File: src/rtl/fl_ifnum_merge_pkg.sv
// Shared types and elaboration-time helpers for the FrameLink N-to-1 merger.
package fl_ifnum_merge_pkg;

    typedef enum logic {
        ST_IDLE   = 1'b0,
        ST_LOCKED = 1'b1
    } merge_state_e;

    function automatic int ifnum_width(input int if_count);
        return (if_count > 1) ? $clog2(if_count) : 1;
    endfunction

    function automatic int hdr_word(input int offset, input int data_width);
        return offset / data_width;
    endfunction

    function automatic int hdr_bit(input int offset, input int data_width);
        return offset % data_width;
    endfunction

    function automatic int rem_width(input int data_width);
        return (data_width >= 16) ? $clog2(data_width / 8) : 1;
    endfunction

    function automatic bit cfg_ok(input int data_width, input int if_count, input int offset);
        return (data_width >= 8) && (data_width % 8 == 0) &&
               (if_count >= 2) && ((if_count & (if_count - 1)) == 0) &&
               (offset >= 0) &&
               (hdr_bit(offset, data_width) + ifnum_width(if_count) <= data_width);
    endfunction

endpackage

File: src/rtl/fl_ifnum_merge_arb.sv
// Round-robin request/grant: first requester at or after the pointer wins.
module fl_ifnum_merge_arb #(
    parameter int N  = 4,
    parameter int IW = 2
) (
    input  logic          clk_i,
    input  logic          rst_n_i,
    input  logic [N-1:0]  req_i,
    input  logic          adv_i,
    input  logic [IW-1:0] adv_idx_i,
    output logic          gnt_vld_o,
    output logic [N-1:0]  gnt_oh_o,
    output logic [IW-1:0] gnt_idx_o
);

    logic [IW-1:0] ptr_q, ptr_d;
    logic [IW-1:0] idx;

    // Scan from the farthest candidate down so the closest one to ptr_q wins.
    always_comb begin
        gnt_vld_o = 1'b0;
        gnt_idx_o = '0;
        idx       = '0;
        for (int k = N - 1; k >= 0; k--) begin
            idx = ptr_q + IW'(k);
            if (req_i[idx]) begin
                gnt_vld_o = 1'b1;
                gnt_idx_o = idx;
            end
        end
        gnt_oh_o = gnt_vld_o ? (N'(1) << gnt_idx_o) : '0;
    end

    always_comb begin
        ptr_d = ptr_q;
        if (adv_i) ptr_d = adv_idx_i + IW'(1);
    end

    always_ff @(posedge clk_i) begin
        if (!rst_n_i) ptr_q <= '0;
        else          ptr_q <= ptr_d;
    end

endmodule

File: src/rtl/fl_ifnum_merge.sv
// FrameLink N-to-1 frame-atomic round-robin merger with one-word output register.
// FL_IFNUM_MERGE_MARK_EN: write the source input number into the header field.
//   state     | meaning
//   ST_IDLE   | between frames; arbitrate among inputs presenting SOF
//   ST_LOCKED | mid-frame; only the granted input is served until its EOF
module fl_ifnum_merge
    import fl_ifnum_merge_pkg::*;
#(
    parameter int  DATA_WIDTH   = 16,
    parameter int  IF_COUNT     = 4,
    parameter int  IFNUM_OFFSET = 167,
    localparam int REM_W        = rem_width(DATA_WIDTH)
) (
    input  logic                           CLK,
    input  logic                           RESET_N,
    input  logic [IF_COUNT*DATA_WIDTH-1:0] RX_DATA,
    input  logic [IF_COUNT*REM_W-1:0]      RX_REM,
    input  logic [IF_COUNT-1:0]            RX_SOF_N,
    input  logic [IF_COUNT-1:0]            RX_EOF_N,
    input  logic [IF_COUNT-1:0]            RX_SOP_N,
    input  logic [IF_COUNT-1:0]            RX_EOP_N,
    input  logic [IF_COUNT-1:0]            RX_SRC_RDY_N,
    output logic [IF_COUNT-1:0]            RX_DST_RDY_N,
    output logic [DATA_WIDTH-1:0]          TX_DATA,
    output logic [REM_W-1:0]               TX_REM,
    output logic                           TX_SOF_N,
    output logic                           TX_EOF_N,
    output logic                           TX_SOP_N,
    output logic                           TX_EOP_N,
    output logic                           TX_SRC_RDY_N,
    input  logic                           TX_DST_RDY_N
);

    localparam int IW = ifnum_width(IF_COUNT);

    if (!cfg_ok(DATA_WIDTH, IF_COUNT, IFNUM_OFFSET)) begin : g_cfg_err
        $error("fl_ifnum_merge: bad generics (width, port count or field position)");
    end

    logic [DATA_WIDTH-1:0] rx_data_a [IF_COUNT];
    logic [REM_W-1:0]      rx_rem_a  [IF_COUNT];

    for (genvar g = 0; g < IF_COUNT; g++) begin : g_unpack
        assign rx_data_a[g] = RX_DATA[g*DATA_WIDTH +: DATA_WIDTH];
        assign rx_rem_a[g]  = RX_REM[g*REM_W +: REM_W];
    end

    merge_state_e          state_q, state_d;
    logic [IW-1:0]         lock_idx_q, lock_idx_d;

    logic                  tx_vld_q, tx_vld_d;
    logic [DATA_WIDTH-1:0] tx_data_q, tx_data_d;
    logic [REM_W-1:0]      tx_rem_q, tx_rem_d;
    logic [3:0]            tx_dlm_q, tx_dlm_d;

    logic                  arb_vld;
    logic [IF_COUNT-1:0]   arb_oh;
    logic [IW-1:0]         arb_idx;

    logic                  sel_vld;
    logic [IF_COUNT-1:0]   sel_oh;
    logic [IW-1:0]         sel_idx;

    logic                  can_load;
    logic                  accept;
    logic                  adv;
    logic [DATA_WIDTH-1:0] rx_data;
    logic [DATA_WIDTH-1:0] rx_data_mod;
    logic [REM_W-1:0]      rx_rem;
    logic                  rx_sof_n, rx_eof_n, rx_sop_n, rx_eop_n;

    fl_ifnum_merge_arb #(
        .N  (IF_COUNT),
        .IW (IW)
    ) u_arb (
        .clk_i     (CLK),
        .rst_n_i   (RESET_N),
        .req_i     (~RX_SRC_RDY_N & ~RX_SOF_N),
        .adv_i     (adv),
        .adv_idx_i (sel_idx),
        .gnt_vld_o (arb_vld),
        .gnt_oh_o  (arb_oh),
        .gnt_idx_o (arb_idx)
    );

    always_comb begin
        sel_vld = arb_vld;
        sel_oh  = arb_oh;
        sel_idx = arb_idx;
        if (state_q == ST_LOCKED) begin
            sel_vld = 1'b1;
            sel_idx = lock_idx_q;
            sel_oh  = IF_COUNT'(1) << lock_idx_q;
        end
    end

    assign rx_data  = rx_data_a[sel_idx];
    assign rx_rem   = rx_rem_a[sel_idx];
    assign rx_sof_n = RX_SOF_N[sel_idx];
    assign rx_eof_n = RX_EOF_N[sel_idx];
    assign rx_sop_n = RX_SOP_N[sel_idx];
    assign rx_eop_n = RX_EOP_N[sel_idx];

    // Output register can take a word if it is empty or its word leaves this cycle.
    assign can_load     = !tx_vld_q || !TX_DST_RDY_N;
    assign accept       = RESET_N && sel_vld && can_load && !RX_SRC_RDY_N[sel_idx];
    assign adv          = accept && !rx_eof_n;
    assign RX_DST_RDY_N = (RESET_N && sel_vld && can_load) ? ~sel_oh : '1;

`ifdef FL_IFNUM_MERGE_MARK_EN
    localparam int HW = hdr_word(IFNUM_OFFSET, DATA_WIDTH);
    localparam int HB = hdr_bit(IFNUM_OFFSET, DATA_WIDTH);
    localparam int CW = $clog2(HW + 2);

    logic [CW-1:0] wcnt_q, wcnt_d;
    logic [CW-1:0] widx;
    logic          in_hdr_q, in_hdr_d;
    logic          hdr_now;
    logic          mark;

    // Counter saturates at HW+1 so very long headers are marked only once.
    always_comb begin
        widx        = rx_sof_n ? wcnt_q : '0;
        hdr_now     = !rx_sof_n || in_hdr_q;
        mark        = hdr_now && (widx == CW'(HW));
        rx_data_mod = rx_data;
        if (mark) rx_data_mod[HB +: IW] = sel_idx;
        wcnt_d   = wcnt_q;
        in_hdr_d = in_hdr_q;
        if (accept) begin
            in_hdr_d = hdr_now && rx_eop_n;
            wcnt_d   = widx;
            if (hdr_now && rx_eop_n && widx != CW'(HW + 1)) wcnt_d = widx + CW'(1);
        end
    end

    always_ff @(posedge CLK) begin
        if (!RESET_N) begin
            wcnt_q   <= '0;
            in_hdr_q <= 1'b0;
        end else begin
            wcnt_q   <= wcnt_d;
            in_hdr_q <= in_hdr_d;
        end
    end
`else
    assign rx_data_mod = rx_data;
`endif

    always_comb begin
        state_d    = state_q;
        lock_idx_d = lock_idx_q;
        case (state_q)
            ST_IDLE: begin
                if (accept && rx_eof_n) begin
                    state_d    = ST_LOCKED;
                    lock_idx_d = sel_idx;
                end
            end
            ST_LOCKED: begin
                if (accept && !rx_eof_n) state_d = ST_IDLE;
            end
            default: state_d = ST_IDLE;
        endcase
    end

    always_comb begin
        tx_vld_d  = tx_vld_q;
        tx_data_d = tx_data_q;
        tx_rem_d  = tx_rem_q;
        tx_dlm_d  = tx_dlm_q;
        if (accept) begin
            tx_vld_d  = 1'b1;
            tx_data_d = rx_data_mod;
            tx_rem_d  = rx_rem;
            tx_dlm_d  = {rx_sof_n, rx_eof_n, rx_sop_n, rx_eop_n};
        end else if (!TX_DST_RDY_N) begin
            tx_vld_d = 1'b0;
        end
    end

    always_ff @(posedge CLK) begin
        if (!RESET_N) begin
            state_q    <= ST_IDLE;
            lock_idx_q <= '0;
            tx_vld_q   <= 1'b0;
            tx_data_q  <= '0;
            tx_rem_q   <= '0;
            tx_dlm_q   <= 4'hF;
        end else begin
            state_q    <= state_d;
            lock_idx_q <= lock_idx_d;
            tx_vld_q   <= tx_vld_d;
            tx_data_q  <= tx_data_d;
            tx_rem_q   <= tx_rem_d;
            tx_dlm_q   <= tx_dlm_d;
        end
    end

    assign TX_SRC_RDY_N = !tx_vld_q;
    assign TX_DATA      = tx_data_q;
    assign TX_REM       = tx_rem_q;
    assign TX_SOF_N     = tx_dlm_q[3];
    assign TX_EOF_N     = tx_dlm_q[2];
    assign TX_SOP_N     = tx_dlm_q[1];
    assign TX_EOP_N     = tx_dlm_q[0];

endmodule

File: config.mk
export PLATFORM = sky130hd
export DESIGN_NAME = fl_ifnum_merge
export DESIGN_NICKNAME = d
export VERILOG_FILES = /design/src/rtl/fl_ifnum_merge_pkg.sv /design/src/rtl/fl_ifnum_merge_arb.sv /design/src/rtl/fl_ifnum_merge.sv
export SDC_FILE = /design/constraint.sdc
export NUM_CORES = 1
export LEC_CHECK = 0
export ABC_AREA = 1
export CORE_UTILIZATION = 35
export CTS_BUF_LIST = sky130_fd_sc_hd__clkbuf_8
export CTS_CLUSTER_DIAMETER = 40
export DETAILED_ROUTE_END_ITERATION = 8
export HOLD_SLACK_MARGIN = 0.15
export PLACE_DENSITY = 0.77
export SLEW_MARGIN = 20
export SYNTH_ARGS = -nofsm -noshare
export SYNTH_HDL_FRONTEND = slang
export SYNTH_SLANG_ARGS = --single-unit
export TNS_END_PERCENT = 5
File: constraint.sdc
create_clock -name CLK -period 2.15 [get_ports CLK]
set_clock_uncertainty 0.15 [all_clocks]
set_input_delay 0.43 -clock CLK [delete_from_list [all_inputs] [get_ports CLK]]
set_output_delay 0.43 -clock CLK [all_outputs]
set_load 0.02 [all_outputs]
==> Word-level counts from Yosys, hierarchy flattened <==
Cells that the tools add are included.
{ "word_totals": {"latch_bits": 0, "out_inout_bits": 26, "in_bits": 91, "word_cells": 79, "ff_bits": 27, "romBits": 0, "mem_bits_rw": 0, "mem_count": 0} }
{ "op_classes": {"n_div": 0, "eq_ne": 1, "bitwise_logic": 6, "shifts": 2, "n_mul": 0, "mux": 42, "n_reduce_logical": 11, "magnitude_cmp": 6, "n_addsub": 4} }
{ "ops": {"columns": ["operator", "n"], "rows": [
  ["binary-select mux 16 bit (select 2 bit)", 1],
  ["2-to-1 mux 16 bit", 2],
  ["binary-select mux 1 bit (select 2 bit)", 10],
  ["2-to-1 mux 1 bit", 20],
  ["< comparator 2 x 3 -> 1 bit, second input constant", 5],
  ["2-to-1 mux 4 bit", 3],
  ["NOT 4 bit", 3],
  ["2-to-1 mux 2 bit", 5],
  ["<< shifter 1 x 2 -> 4 bit, first input constant", 2],
  ["logical AND 1 bit", 5],
  ["adder 2 x 1 -> 2 bit, second input constant", 2],
  ["adder 2 bit, second input constant", 2],
  ["bitwise AND 4 bit", 1],
  ["zero test 1 bit", 4],
  [">= comparator 3 bit, second input constant", 1],
  ["NOT 2 -> 3 bit", 1],
  ["inequality test 2 x 1 -> 1 bit, second input constant", 1],
  ["one-hot mux 1 bit (2 select lines)", 1],
  ["AND reduction 2 bit", 1],
  ["logical OR 1 bit", 1],
  ["NOT 1 bit", 1]
]} }

==> Depth between registers and ports, before layout <==
{ "depth": {"depth_word": 16, "ltp_mapped": 21, "depth_no_buf": 19} }

==> Cells and area by module <==
A second synthesis with hierarchy kept.
{ "hier_totals": {"cells_unflattened": 335, "area_unflattened_um2": 1984.4} }
{ "modules_own_cells": {"columns": ["mod", "seq_area_each_um2", "area_per_inst_um2", "instances", "cells_each"], "rows": [
  ["fl_ifnum_merge", 500.5, 1644.1, 1, 274],
  ["fl_ifnum_merge_arb", 40.0, 340.3, 1, 61]
]} }

==> Worst setup path after synthesis <==
Ideal clock, no wire load.
{ "synth_path": {"kind": "in2out", "start": "input RX_SRC_RDY_N[2]", "end": "output RX_DST_RDY_N[3]", "slack_ns": -0.206, "path_stages": 13, "path_buffers": 1, "t_required_ns": 1.570, "t_arrival_ns": 1.776, "path_cell_list": "nor2_1 > nand2_1 > nand2_1 > nand2_1 > nand2_1 > inv_2 > nand2_2 > nand3_1 > nand3_2 > nand2_2 > clkinv_1 > clkbuf_1 > nand3_1"} }
{ "synth_between": {"elab_chain_len": 13, "elab_cells_between_ends": 26, "cone_classes": "shift: 1; mux: 20; bitwise: 3; reduce/logical: 2"} }
{ "synth_lines": {"columns": ["item", "line", "text"], "rows": [
  ["from (decl)", "fl_ifnum_merge.sv:22", "input logic [IF_COUNT-1:0] RX_SRC_RDY_N,"],
  ["NOT 4 bit (*)", "fl_ifnum_merge.sv:78", ".req_i (~RX_SRC_RDY_N & ~RX_SOF_N),"],
  ["bitwise AND 4 bit (*)", "fl_ifnum_merge.sv:78", null],
  ["binary-select mux 1 bit (select 2 bit)", "fl_ifnum_merge_arb.sv:26", "if (req_i[idx]) begin"],
  ["2-to-1 mux 1 bit (not written as such)", "fl_ifnum_merge_arb.sv:26", null],
  ["2-to-1 mux 2 bit (4 in a row)", "fl_ifnum_merge_arb.sv:26", null],
  ["<< shifter 1 x 2 -> 4 bit", "fl_ifnum_merge_arb.sv:31", "gnt_oh_o = gnt_vld_o ? (N'(1) << gnt_idx_o) : '0;"],
  ["2-to-1 mux 4 bit", "fl_ifnum_merge_arb.sv:31", null],
  ["2-to-1 mux 4 bit", "fl_ifnum_merge.sv:90", "if (state_q == ST_LOCKED) begin"],
  ["NOT 4 bit", "fl_ifnum_merge.sv:108", "assign RX_DST_RDY_N = (RESET_N && sel_vld && can_load) ? ~sel_oh : '1;"],
  ["2-to-1 mux 4 bit (*)", "fl_ifnum_merge.sv:108", null],
  ["to (decl)", "fl_ifnum_merge.sv:23", "output logic [IF_COUNT-1:0] RX_DST_RDY_N,"]
]} }
Mark *: on every way between the ends. The rest lies on a longest branch, timed or not. The select of a mux whose other input is x is not followed.

==> Worst setup path after layout <==
{ "layout_path": {"start": "input RX_SRC_RDY_N[0]", "end": "output RX_DST_RDY_N[0]"} }
Same word-level chain as after synthesis.

==> results.toml <==
[drt]
initialDrtViolationCount = 81
viasPerCell = 4.99
drcViolationCount = 0
postRouteWirelength_mm = 7.18
post_drt_wl_per_cell_um = 13.6
vias = 2640
ant_nets = 0
drtPass1Iterations = 4

[power]
vdd_drop_max_mv = 0.944
powerDensity_nw_per_um2 = 1940
fin_total_pwr_mw = 7.06
p_leak_nw = 1.55

[synthesis]
ys_seq_elements = 27
synth_seq_area_share = 0.282
yosysTopAreaCell = "dfxtp_1"
syn_nets = 422
synthCells = 331
avgSynthCellArea_um2 = 5.80
ys_warn_count = 0
synth_top_area_share = 0.282
ys_types = 25
synth_area_um2 = 1920
synth_area_leaders = "dfxtp_1 (28%), nor2_1 (17%), o21ai_0 (13%)"

[worst_hold_path]
whs_endpoint = "tx_dlm_q[1]$_SDFFE_PN1N_"
min_path_type = "flop to flop"
hp-start = "tx_dlm_q[1]$_SDFFE_PN1N_"
worstHoldPathCells = 2

[finish]
regArea_um2 = 546
drive_gt1_frac = 0.198
final_nets = 551
syn2layout_area_growth_pct = 89.5
fillCellCount = 426
mostFrequentLayoutCell = "clkdlybuf4s50_1"
layout_common_cells = "clkdlybuf4s50_1 (104), nor2_1 (82), o21ai_0 (51)"
multi_input_area_um2 = 1400
antennaDiodeCount = 0
final_cell_count_no_fill = 529

[setup_path]
critPathLaunchType = "input port"
r2r_cells = 19
timing.rr.start = "u_arb.ptr_q[0]$_SDFFE_PN0P_"
critPathKind = "input port to output port"
path_max_fanout = 3
cp.required_ps = 1570
end_kind = "output port"
rr_endpoint = "TX_DATA[7]$_SDFFE_PN0N_"
rrSetupSlack_ps = -350
arrival_ps = 2000

[timing]
setup_slack_ps = -428
fmax_mhz = 388
setup_viol = 31
slew_violations = 0
final-hold-violation-count = 0
max_slew_margin = 0.743
worstMarginPinSlew_ps = 385
rsz0062_at_grt = "yes"
setup_tns_ps = -11060
period_share = 1.20
min_period_ps = 2580

[clock_tree]
clockBufferDepth = 2
cts_buffers = 3
cts_tree = "yes"
h-tree-depth = 1
clk_pin_slew_ps = 80
clk_latency_ps = 270
root_buffer = "clkbuf_8"
cts_sinks = 27
cts.hold.buffers_added = 0

[global_route]
antenna_found_initial = 0
grt_use_total = 0.242
grt_pass1_vias = 2602
grt_max_degree = 27
grt-ovfl-total = 0
grt_pass1_wl_mm = 11.6

[placed_design]
io_buffers = 116
dp.cells = 519
pre_cts_ws_ps = -1050
dp_hpwl_mm = 5.06
gp_congestion = 0.805

[floorplanning]
die_y_um = 76.1
start_util = 0.369
die_x_um = 76.1
dieArea_um2 = 5780
rows = 26
coreArea_um2 = 5200
io_pins = 117

[outcome]
status = "finished, violations left"
violations = "negative setup slack"

[flow_run]
drv_cap = 0
[cells in the mapped netlist]
cell type  count
nor4_1         1
clkbuf_1      12
dfxtp_1       27
nand2_2        3
buf_2          4
inv_1         16
o32ai_1        1
xor2_1         1
o21ai_0       51
o22ai_1       17
nand3b_1       1
o21ai_1        5
nor2_4         1
a21oi_1        7
a21oi_2        2
nand3_2        1
nor2_1        88
nor2_2         2
clkinv_1       1
buf_6          4
xnor2_1        1
buf_4          2
nand3_1       13
nand2_1       67
inv_2          3
[per-layer routing]
metal  global-route usage  part of all wire  vias up
met4               0.0500             0.024        0
met5                    0                 0        -
met1                0.275              0.41     1197
met3               0.0587             0.068       16
li1                     -                 -     1331
met2                0.455              0.49       96
[cells by family after synthesis]
group,synth area share
AOI/OAI and AO/OA,0.233
buffers and inverters,0.104
DFF,0.282
and+or+nand+nor,0.372
xor gates and xnor gates,0.00913
[per-stage QoR]
step / utilization / instance area [um^2] / hold slack, ps
3_3_place_gp: 0.627 / 3260 / 307
5_1_grt: 0.699 / 3640 / 350
3_5_place_dp: 0.627 / 3260 / 308
2_1_floorplan: - / 1950 / 318
4_1_cts: 0.664 / 3460 / 331
6_report: 0.699 / 3640 / 336
[state kept, by name, summed over array words and instances (netlist names), named ones only]
name	flops
tx_dlm_q	4
tx_vld_q	1
TX_DATA	16
u_arb.ptr_q	2
lock_idx_q	2
TX_REM	1
[timing repair]
item / CTS / global route
gates resized for setup: 62 / 43
gates cloned: 1 / 0
pin swaps: 14 / 17
setup buffers: 3 / 2
endpoints found under the setup margin: 31 / 31
[critical path, cell delays in order]
cell	delay (ps)
clkdlybuf4s15_1	220
nor2_4	150
nand2_1	70
nand2_2	90
nand2_1	80
nand2_1	80
nand2_2	60
nand2_2	60
nand2_2	70
nand2_4	100
nand2_4	70
o32ai_4	270
nand2_1	100
buf_6	140
[worst max-delay path by stage]
stage,slack [ps],cells after the start,endpoint,start
3_3_place_gp,-970,11,RX_DST_RDY_N[3],RX_SOF_N[1]
3_5_place_dp,-1050,16,RX_DST_RDY_N[2],RX_SOF_N[1]
5_1_grt,-570,21,TX_DATA[7]$_SDFFE_PN0N_,RX_SOF_N[2]
4_1_cts,-350,14,RX_DST_RDY_N[2],u_arb.ptr_q[0]$_SDFFE_PN0P_
6_report,-430,14,RX_DST_RDY_N[0],RX_SRC_RDY_N[0]
2_1_floorplan,-70,20,tx_dlm_q[0]$_SDFFE_PN1N_,RX_SOF_N[1]
[power by group]
group | total (mW) | internal [mW] | switching [mW]
Combinational | 5.84 | 2.64 | 3.20
Clock | 0.280 | 0.128 | 0.152
Sequential | 0.936 | 0.770 | 0.166
[cell type report]
| cell class | count | area share |
|---|---|---|
| clock buffer | 3 | 0.0114 |
| clock inverter | 1 | 0.00103 |
| inverter | 20 | 0.0227 |
| multi-input combinational | 262 | 0.384 |
| sequential | 27 | 0.150 |
| tap | 70 | 0.0241 |
| timing repair buffer | 146 | 0.407 |
(Power assumes the default switching activity.)
